--- config.mk ---
export PLATFORM = sky130hd
export DESIGN_NAME = node_input_fifo_flat
export DESIGN_NICKNAME = d
export VERILOG_FILES = /design/src/rtl/node_input_fifo_pkg.sv /design/src/rtl/node_input_fifo_if.sv /design/src/rtl/node_input_fifo_mem.sv /design/src/rtl/node_input_fifo.sv /design/src/flat_wrapper.sv
export SDC_FILE = /design/constraint.sdc
export NUM_CORES = 1
export LEC_CHECK = 0
export BUFFER_PORTS_ARGS = -buffer_cell sky130_fd_sc_hd__buf_2
export CAP_MARGIN = 10
export CORE_MARGIN = 3
export CORE_UTILIZATION = 60
export CTS_CLUSTER_SIZE = 10
export DETAILED_ROUTE_END_ITERATION = 16
export GPL_TIMING_DRIVEN = 0
export MAX_ROUTING_LAYER = met4
export PLACE_DENSITY = 0.79
export SKIP_LAST_GASP = 1
export SYNTH_ARGS = -nofsm -noshare
export SYNTH_HDL_FRONTEND = slang
export SYNTH_SLANG_ARGS = --single-unit
--- constraint.sdc ---
create_clock -name clk -period 5.1 [get_ports clk]
set_clock_uncertainty 0.05 [all_clocks]
set_input_delay 1.02 -clock clk [delete_from_list [all_inputs] [get_ports clk]]
set_output_delay 1.02 -clock clk [all_outputs]
set_load 0.005 [all_outputs]
--- src/rtl/node_input_fifo_pkg.sv ---
// Shared flit definitions for the mesh input buffer: flit type tags, header layout
// and the flit word carried on node links.
package node_input_fifo_pkg;

    typedef enum logic [1:0] {
        FLIT_HEADER = 2'b00,
        FLIT_BODY   = 2'b01,
        FLIT_TAIL   = 2'b10,
        FLIT_RSVD   = 2'b11
    } flit_type_e;

    typedef struct packed {
        logic [3:0] dst_x;
        logic [3:0] dst_y;
        logic [7:0] pkt_id;
    } flit_hdr_t;

    typedef struct packed {
        flit_type_e  ftype;
        logic [15:0] payload;
    } flit_t;

    localparam int unsigned FLIT_W = $bits(flit_t);

    function automatic logic is_tail(input flit_t f);
        return f.ftype == FLIT_TAIL;
    endfunction

endpackage

--- src/rtl/node_input_fifo_if.sv ---
// Link bundle between upstream sender, the input buffer and the node's down port,
// including the buffer's status outputs.
interface node_input_fifo_if
    import node_input_fifo_pkg::*;
#(
    parameter int unsigned DEPTH = 4
);
    localparam int unsigned CNT_W = $clog2(DEPTH + 1);

    logic             in_enable;
    flit_t            in_flit;
    logic             in_ack;
    logic             out_enable;
    flit_t            out_flit;
    logic             out_ack;
    logic [CNT_W-1:0] occupancy;
    logic [CNT_W-1:0] pkt_count;
    logic             proto_err;

    modport slave (
        input  in_enable, in_flit, out_ack,
        output in_ack, out_enable, out_flit, occupancy, pkt_count, proto_err
    );

    modport master (
        output in_enable, in_flit, out_ack,
        input  in_ack, out_enable, out_flit, occupancy, pkt_count, proto_err
    );

endinterface

--- src/rtl/node_input_fifo_mem.sv ---
// Flit storage array: one synchronous write port, one asynchronous read port.
// Holds no reset; validity is tracked entirely by the owner's pointers.
module flit_fifo_mem
    import node_input_fifo_pkg::*;
#(
    parameter  int unsigned DEPTH = 4,
    localparam int unsigned AW    = $clog2(DEPTH)
) (
    input  logic          clk,
    input  logic          we_i,
    input  logic [AW-1:0] waddr_i,
    input  flit_t         wdata_i,
    input  logic [AW-1:0] raddr_i,
    output flit_t         rdata_o
);

    flit_t mem_q [DEPTH];

    always_ff @(posedge clk) begin
        if (we_i) begin
            mem_q[waddr_i] <= wdata_i;
        end
    end

    assign rdata_o = mem_q[raddr_i];

endmodule

--- src/rtl/node_input_fifo.sv ---
// Per-port input buffer ahead of a mesh node: first-word fall-through FIFO with
// packet framing policing, buffered-packet count and a sticky protocol error flag.
module node_input_fifo
    import node_input_fifo_pkg::*;
#(
    parameter int unsigned DEPTH = 4
) (
    input  logic               clk,
    input  logic               rst,
    node_input_fifo_if.slave   bus
);

    localparam int unsigned CNT_W = $clog2(DEPTH + 1);
    localparam int unsigned PTR_W = $clog2(DEPTH);

    typedef enum logic {
        IDLE,
        IN_PKT
    } frame_state_e;

    frame_state_e     state_q, state_d;
    logic [PTR_W-1:0] wr_ptr_q, wr_ptr_d;
    logic [PTR_W-1:0] rd_ptr_q, rd_ptr_d;
    logic [CNT_W-1:0] occ_q, occ_d;
    logic [CNT_W-1:0] pkt_q, pkt_d;
    logic             err_q, err_d;

    logic  full, empty;
    logic  in_hs, push, pop;
    logic  push_tail, pop_tail;
    flit_t head_flit;

    assign full  = (occ_q == CNT_W'(DEPTH));
    assign empty = (occ_q == '0);

    // Handshake flags come from registered occupancy only, so a pop on a full
    // buffer cannot admit a new flit in the same cycle.
    assign bus.in_ack     = !full;
    assign bus.out_enable = !empty;
    assign bus.out_flit   = head_flit;
    assign bus.occupancy  = occ_q;
    assign bus.pkt_count  = pkt_q;
    assign bus.proto_err  = err_q;

    assign in_hs = bus.in_enable && !full;
    assign pop   = !empty && bus.out_ack;

    flit_fifo_mem #(
        .DEPTH (DEPTH)
    ) u_mem (
        .clk     (clk),
        .we_i    (push),
        .waddr_i (wr_ptr_q),
        .wdata_i (bus.in_flit),
        .raddr_i (rd_ptr_q),
        .rdata_o (head_flit)
    );

    // Framing check: decides whether an accepted flit is stored or dropped.
    always_comb begin
        state_d = state_q;
        push    = 1'b0;
        err_d   = err_q;
        if (in_hs) begin
            unique case (state_q)
                IDLE: begin
                    if (bus.in_flit.ftype == FLIT_HEADER) begin
                        push    = 1'b1;
                        state_d = IN_PKT;
                    end else begin
                        err_d = 1'b1;
                    end
                end
                IN_PKT: begin
                    if (bus.in_flit.ftype == FLIT_BODY) begin
                        push = 1'b1;
                    end else if (bus.in_flit.ftype == FLIT_TAIL) begin
                        push    = 1'b1;
                        state_d = IDLE;
                    end else begin
                        err_d = 1'b1;
                    end
                end
                default: state_d = IDLE;
            endcase
        end
    end

    assign push_tail = push && is_tail(bus.in_flit);
    assign pop_tail  = pop && is_tail(head_flit);

    always_comb begin
        wr_ptr_d = push ? wr_ptr_q + PTR_W'(1) : wr_ptr_q;
        rd_ptr_d = pop  ? rd_ptr_q + PTR_W'(1) : rd_ptr_q;

        occ_d = occ_q;
        unique case ({push, pop})
            2'b10:   occ_d = occ_q + CNT_W'(1);
            2'b01:   occ_d = occ_q - CNT_W'(1);
            default: occ_d = occ_q;
        endcase

        pkt_d = pkt_q;
        unique case ({push_tail, pop_tail})
            2'b10:   pkt_d = pkt_q + CNT_W'(1);
            2'b01:   pkt_d = pkt_q - CNT_W'(1);
            default: pkt_d = pkt_q;
        endcase
    end

    always_ff @(posedge clk or posedge rst) begin
        if (rst) begin
            state_q  <= IDLE;
            wr_ptr_q <= '0;
            rd_ptr_q <= '0;
            occ_q    <= '0;
            pkt_q    <= '0;
            err_q    <= 1'b0;
        end else begin
            state_q  <= state_d;
            wr_ptr_q <= wr_ptr_d;
            rd_ptr_q <= rd_ptr_d;
            occ_q    <= occ_d;
            pkt_q    <= pkt_d;
            err_q    <= err_d;
        end
    end

endmodule

--- src/flat_wrapper.sv ---
// flat-port wrapper written by rule: the top's interface ports become plain ports
module node_input_fifo_flat import node_input_fifo_pkg::*;
#(
    parameter int unsigned DEPTH = 4
)
  (clk, rst, bus_in_enable, bus_in_flit, bus_out_ack, bus_in_ack, bus_out_enable, bus_out_flit, bus_occupancy, bus_pkt_count, bus_proto_err);
  node_input_fifo_if #(.DEPTH(DEPTH)) bus_i ();
  input  logic clk;
  input  logic rst;
  input wire logic [$bits(bus_i.in_enable)-1:0] bus_in_enable;
  input wire logic [$bits(bus_i.in_flit)-1:0] bus_in_flit;
  input wire logic [$bits(bus_i.out_ack)-1:0] bus_out_ack;
  output wire logic [$bits(bus_i.in_ack)-1:0] bus_in_ack;
  output wire logic [$bits(bus_i.out_enable)-1:0] bus_out_enable;
  output wire logic [$bits(bus_i.out_flit)-1:0] bus_out_flit;
  output wire logic [$bits(bus_i.occupancy)-1:0] bus_occupancy;
  output wire logic [$bits(bus_i.pkt_count)-1:0] bus_pkt_count;
  output wire logic [$bits(bus_i.proto_err)-1:0] bus_proto_err;
  assign bus_i.in_enable = bus_in_enable;
  assign bus_i.in_flit = bus_in_flit;
  assign bus_i.out_ack = bus_out_ack;
  assign bus_in_ack = bus_i.in_ack;
  assign bus_out_enable = bus_i.out_enable;
  assign bus_out_flit = bus_i.out_flit;
  assign bus_occupancy = bus_i.occupancy;
  assign bus_pkt_count = bus_i.pkt_count;
  assign bus_proto_err = bus_i.proto_err;
  node_input_fifo #(.DEPTH(DEPTH)) u_core (.clk(clk), .rst(rst), .bus(bus_i));
endmodule
# After elaboration in Yosys (flattened, before gate mapping)
# Memory sizes are Yosys's and may differ from the RTL's.
# Cells that the tools add are included.
# op_classes
reduce_logical,11
magnitude_cmp,0
n_div,0
shifts,0
n_eq_ne,11
muxes,16
bitwise_logic,1
n_mul,0
addsub,6
# op_table
op,n
3-bit one-hot mux with 2 select lines,2
1-bit two-way mux,11
2-bit equality test (second input constant),4
3-bit by 1-bit adder with 3-bit output (second input constant),2
2-bit by 1-bit equality test with 1-bit output (second input constant),3
2-bit inequality test (second input constant),3
1-bit one-hot mux with 2 select lines,3
3-bit by 1-bit subtractor with 3-bit output (second input constant),2
2-bit by 1-bit adder with 2-bit output (second input constant),2
1-bit logical AND,4
4-bit AND reduction,1
2-bit nonzero test,2
3-bit equality test (second input constant),1
3-bit zero test,1
1-bit zero test,2
2-bit zero test,1
1-bit inverter,1
# totals
ramBits,72
mem_bits_ro,0
out_inout_bits,27
latch_bits,0
regBits,12
n_memories,1
# memory_table
memory,words,width,rd,rd_clocked_by_memory_dff,wr,line,text
u_core.u_mem.mem_q,4,18,1,0,1,node_input_fifo_mem.sv:17,flit_t mem_q [DEPTH];

# Depth between registers and ports, before layout
# logic_depth
depth_word,8
depth_mapped,12
depth_no_buf,11

# Cells and area by module
# Synthesis repeated with hierarchy kept, for this count alone.
# hier_totals
cells_unflattened,153
area_unflattened_um2,3347.0
# by_module_without_submodules
module,cells_per_inst,n_inst,area_per_inst_um2
flit_fifo_mem,98,1,2670.1
node_input_fifo,55,1,676.9

# Worst setup path before layout
# Ideal clock, no wire load.
# synth_path
kind,in2reg
start,in bus_in_flit[16]
end,"reg u_core.pkt_q[2], in the netlist u_core.bus.pkt_count[2]"
n_path_buf,1
required_ns,4.971
arrival_ns,2.905
setup_time_ns,0.079
slack_ns,2.066
cell_stages,12
cell_sequence,inv_1 > ha_1 > mux2_2 > and3_4 > buf_6 > nand2_1 > ha_1 > inv_1 > fa_1 > xor2_1 > nor2_1 > xor2_1
# synth_via
elab_chain_len,8
# synth_rtl
item,line,text
start: declaration,flat_wrapper.sv:11,input wire logic [$bits(bus_i.in_flit)-1:0] bus_in_flit;
2-bit equality test,"node_input_fifo_pkg.sv:26, node_input_fifo.sv:77",
1-bit two-way mux,node_input_fifo.sv:77,end else if (bus.in_flit.ftype == FLIT_TAIL) begin
1-bit two-way mux,node_input_fifo.sv:75,if (bus.in_flit.ftype == FLIT_BODY) begin
1-bit one-hot mux with 2 select lines,node_input_fifo.sv:65,unique case (state_q)
1-bit two-way mux,node_input_fifo.sv:64,if (in_hs) begin
1-bit logical AND (*),node_input_fifo.sv:89,assign push_tail = push && is_tail(bus.in_flit);
2-bit by 1-bit equality test with 1-bit output / 2-bit equality test (equally long branches),node_input_fifo.sv:104,"unique case ({push_tail, pop_tail})"
3-bit one-hot mux with 2 select lines / 2-bit nonzero test (equally long branches),-,
end signal: assignment,node_input_fifo.sv:124,pkt_q <= pkt_d;
end: declaration,node_input_fifo.sv:25,"logic [CNT_W-1:0] pkt_q, pkt_d;"
# Mark *: on every way between the ends. The rest lies on a longest branch, timed or not.
# A chain may end at the register's enable or synchronous reset.

# Worst setup path after layout
# layout_path
start,reg u_core.rd_ptr_q[0]
end,out bus_out_flit[12]
# layout_via
elab_chain_len,1
# layout_rtl
item,line,text
start: declaration,node_input_fifo.sv:23,"logic [PTR_W-1:0] rd_ptr_q, rd_ptr_d;"
start signal: assignment,node_input_fifo.sv:122,rd_ptr_q <= rd_ptr_d;
memory read 4 x 18 bit,-,
end: declaration,flat_wrapper.sv:15,output wire logic [$bits(bus_i.out_flit)-1:0] bus_out_flit;
# Every way passes these cells.

==> results.md <==
* Max-slew violations at 0
* Synth Warn # at 0
* Port Buffers at 48
* Syn avg cell area at between 20 and 25 µm²
* Global-route wire length before repair at a little over 9000 µm
* # resized after CTS at 0
* Setup Fix Bufs, Post-CTS at 0
* Switching power at about 0.58 mW
* Max clock buf depth at 2
* CTS clk-pin slew, worst paths at about 80 ps
* Fin. Hold Viols at 0
* Cell Area, Placed at between 0.003 and 0.004 mm²
* Switching Share at 27.81%
* Final net count at around 260
* Post-route cell area at 0.003915 mm²
* Hold crit path type: reg -> reg
* CP bufs+invs at 3
* Leak Pwr at ~1.5 nW
* Seq pwr share at 43.8%
* Max_cap viols at 0
* Iteration-0 DRC Markers at between 90 and 100
* Post-synth EDFFs at 72
* Async S/R FF share, synth at 14.29%
* Root Buffer: clkbuf_8
* Sequential element share of the synthesized area at around 74%
* Layout cells sized above 1 at roughly 40%
* Finish-stage setup viols at 0
* Number of buffers created by CTS at 9
* Via-per-instance ratio at 5.471
* WHS at roughly 420 ps
* Clock power frac at around a quarter
* Synth cell types at 27
* Crit path max fanout at 10
* Die footprint at 0.006510 mm²
* Power per cell area at ~530 mW/mm²
* Worst VDD drop at 0.3166 mV
* # DRC at 0
* Final non-filler cell total at just under 300
* Tmin final at roughly 3000 ps
* Worst path required time at roughly 4000 ps
* Die height at about 81 µm
* Area Growth Syn to Fin at 16.97%
* CTS tree: built
* Clk_lat worst skew at 350 ps
* Placer congestion estimate at about 0.75
* Clk sinks at 84
* Starting Density at roughly 64%
* WL final at ~5700 µm
* Site Rows at 26
* Setup TNS at 0 ps
* Initial antenna violation count at 0
* Overall Global Routing Usage at between 20% and 30%
* Vias in the first global route at between 1500 and 2000
* Gate Count Post-Synth at 163
* Routed length per instance at roughly 19 µm
* Internal at ~1.5 mW
* Final HPWL DP at approximately 3800 µm
* Top-Level Pins at between 40 and 50
* Placed cells at ~280
* Critical path class: reg -> out
* Top FF cell, synth: edfxtp_1
* Crit-path most repeated cell: buf_2
* CP max-delay cell: mux4_2
* Worst Max-Slew Pin Slew at between 900 and 1000 ps
* Fmax at between 0.3 and 0.4 GHz
* Status: complete, no violations
* Fin crit share at around 60%
* Die Wd at between 80 and 90 µm
* Power, Total at between 2 and 2.5 mW
* DRT Pass-1 Iters at 4
* CP cell instances: buf_2 > buf_4 > mux4_2 > buf_2
* Cell Area, Synth at roughly 0.0033 mm²
* Overflow after GRT at 0
* CP top delay family: buffers and inverters
* CP startpoint kind: flip-flop
* Critical path endpoint category: output pin
* Max-slew headroom at a little under two fifths
* Ant diodes at 0
* Post-Syn Nets at 196
* Synthesized flop and latch total at 84
* Combinational share of power at 29.9%
* Vias at approximately 1600
* Worst Path Arrival at between 2000 and 2500 ps
* CTS Hold Bufs at 0
* RSZ-0062 raised after global routing: false
* H-Tree Depth at 3
* DRT antenna net count at 0
* Largest net degree at the start of global routing at 19
* CP max stage delay at roughly 530 ps
* CORE AREA at 0.005238 mm²
[sequential cells by signal (all words and copies together) (netlist names), named ones only]
name,count
u_core.rd_ptr_q,2
u_core.u_mem.mem_q,72
u_core.wr_ptr_q,2
u_core.bus.occupancy,3
u_core.bus.proto_err,1
u_core.bus.pkt_count,3
[synthesized netlist by cell type (all sizes together), types with 2 or more instances]
cell type | n | area [µm²]
mux2i | 2 | 20.02
mux4 | 18 | 405.4
edfxtp | 72 | 2162
nand2 | 3 | 11.26
dfrtp | 12 | 300.3
xor2 | 5 | 43.79
xnor2 | 4 | 35.03
mux2 | 2 | 26.27
nor2 | 3 | 11.26
inv | 12 | 45.04
fa | 2 | 40.04
ha | 9 | 112.6
and2 | 4 | 25.02
buf | 5 | 33.78
[logic make-up (layout without fill, tap and decap cells)]
family	Yosys count	count (layout)	share of synthesized area (%)
AO/OA/AOI/OAI	5	5	1.159
XOR/XNOR	9	9	2.355
adder cells (fa/ha/maj)	11	11	4.561
buffers and inverters	18	82	2.467
flip-flops	84	84	73.57
multiplexers	22	22	13.50
AND/OR/NAND/NOR	14	14	2.393
[metal layers]
| layer | routed length (µm) | track usage (%) | vias up |
|---|---|---|---|
| li1 | - | - | 748 |
| met1 | 2300 | 25.38 | 825 |
| met2 | 3068 | 33.61 | 45 |
| met3 | 280 | 6.839 | 7 |
| met4 | 83 | 8.277 | 0 |
| met5 | 0 | - | - |
[worst register-to-register path: cells and delay by family, from the launching register on]
family | cells | cell delay [ps]
multiplexers | 1 | 570
buffers and inverters | 2 | 390
adder cells (fa/ha/maj) | 2 | 570
XOR/XNOR | 2 | 310
flip-flops | 1 | 360
AND/OR/NAND/NOR | 2 | 270
[layout make-up]
class	instances	area, µm²
Timing Repair Buffer	48	240.2
Tap cell	70	87.58
Fill cell	298	1323
Clock inverter	6	112.6
Clock buffer	10	127.6
Inverter	12	45.04
Sequential cell	84	2462
Multi-Input combinational cell	61	802.0
Buffer	6	37.54
[final timing paths]
| path | slack [ps] | depth (start not counted) | end | start |
|---|---|---|---|---|
| worst min register to register | 420 | 1 | u_core.bus.pkt_count[2] | u_core.bus.pkt_count[2] |
| worst max register to register | 2510 | 9 | u_core.bus.pkt_count[2] | u_core.rd_ptr_q[0] |
| worst min-delay path | 420 | 1 | u_core.bus.pkt_count[2] | u_core.bus.pkt_count[2] |
| max in group asynchronous | 4050 | 2 | u_core.rd_ptr_q[0] | rst |
| min in group asynchronous | 620 | 2 | u_core.wr_ptr_q[1] | rst |
| worst max-delay path | 2020 | 4 | bus_out_flit[12] | u_core.rd_ptr_q[0] |
[layout by cell type (no fill, tap or decap), drive strengths merged]
cell / instances
nand2: 3
bufinv: 3
edfxtp: 72
ha: 9
o31a: 1
xnor2: 4
fa: 2
clkinv: 3
a41oi: 1
a31oi: 1
o22ai: 1
mux2: 2
or3b: 1
xor2: 5
nor2: 3
clkbuf: 11
and2: 4
mux2i: 2
and3: 1
nand2b: 1
buf: 53
or3: 1
dfrtp: 12
a31o: 1
inv: 12
mux4: 18
[metrics by stage]
step	worst slack, ps	utilization [%]
CTS	1949	74.75
floorplan	2066	-
finish	2020	74.75
global placement	1829	70.16
detailed placement	1683	70.16
global route	1819	74.75
[power by group through the flow]
stage / logic [mW] / clock network, mW / registers (mW)
2_1_floorplan: 0.418 / 0 / 0.912
3_3_place_gp: 0.606 / 0 / 0.913
3_5_place_dp: 0.637 / 0 / 0.925
4_1_cts: 0.642 / 0.562 / 0.912
5_1_grt: 0.694 / 0.586 / 0.922
6_report: 0.624 / 0.548 / 0.913
Power figures use the tool's default switching activity.
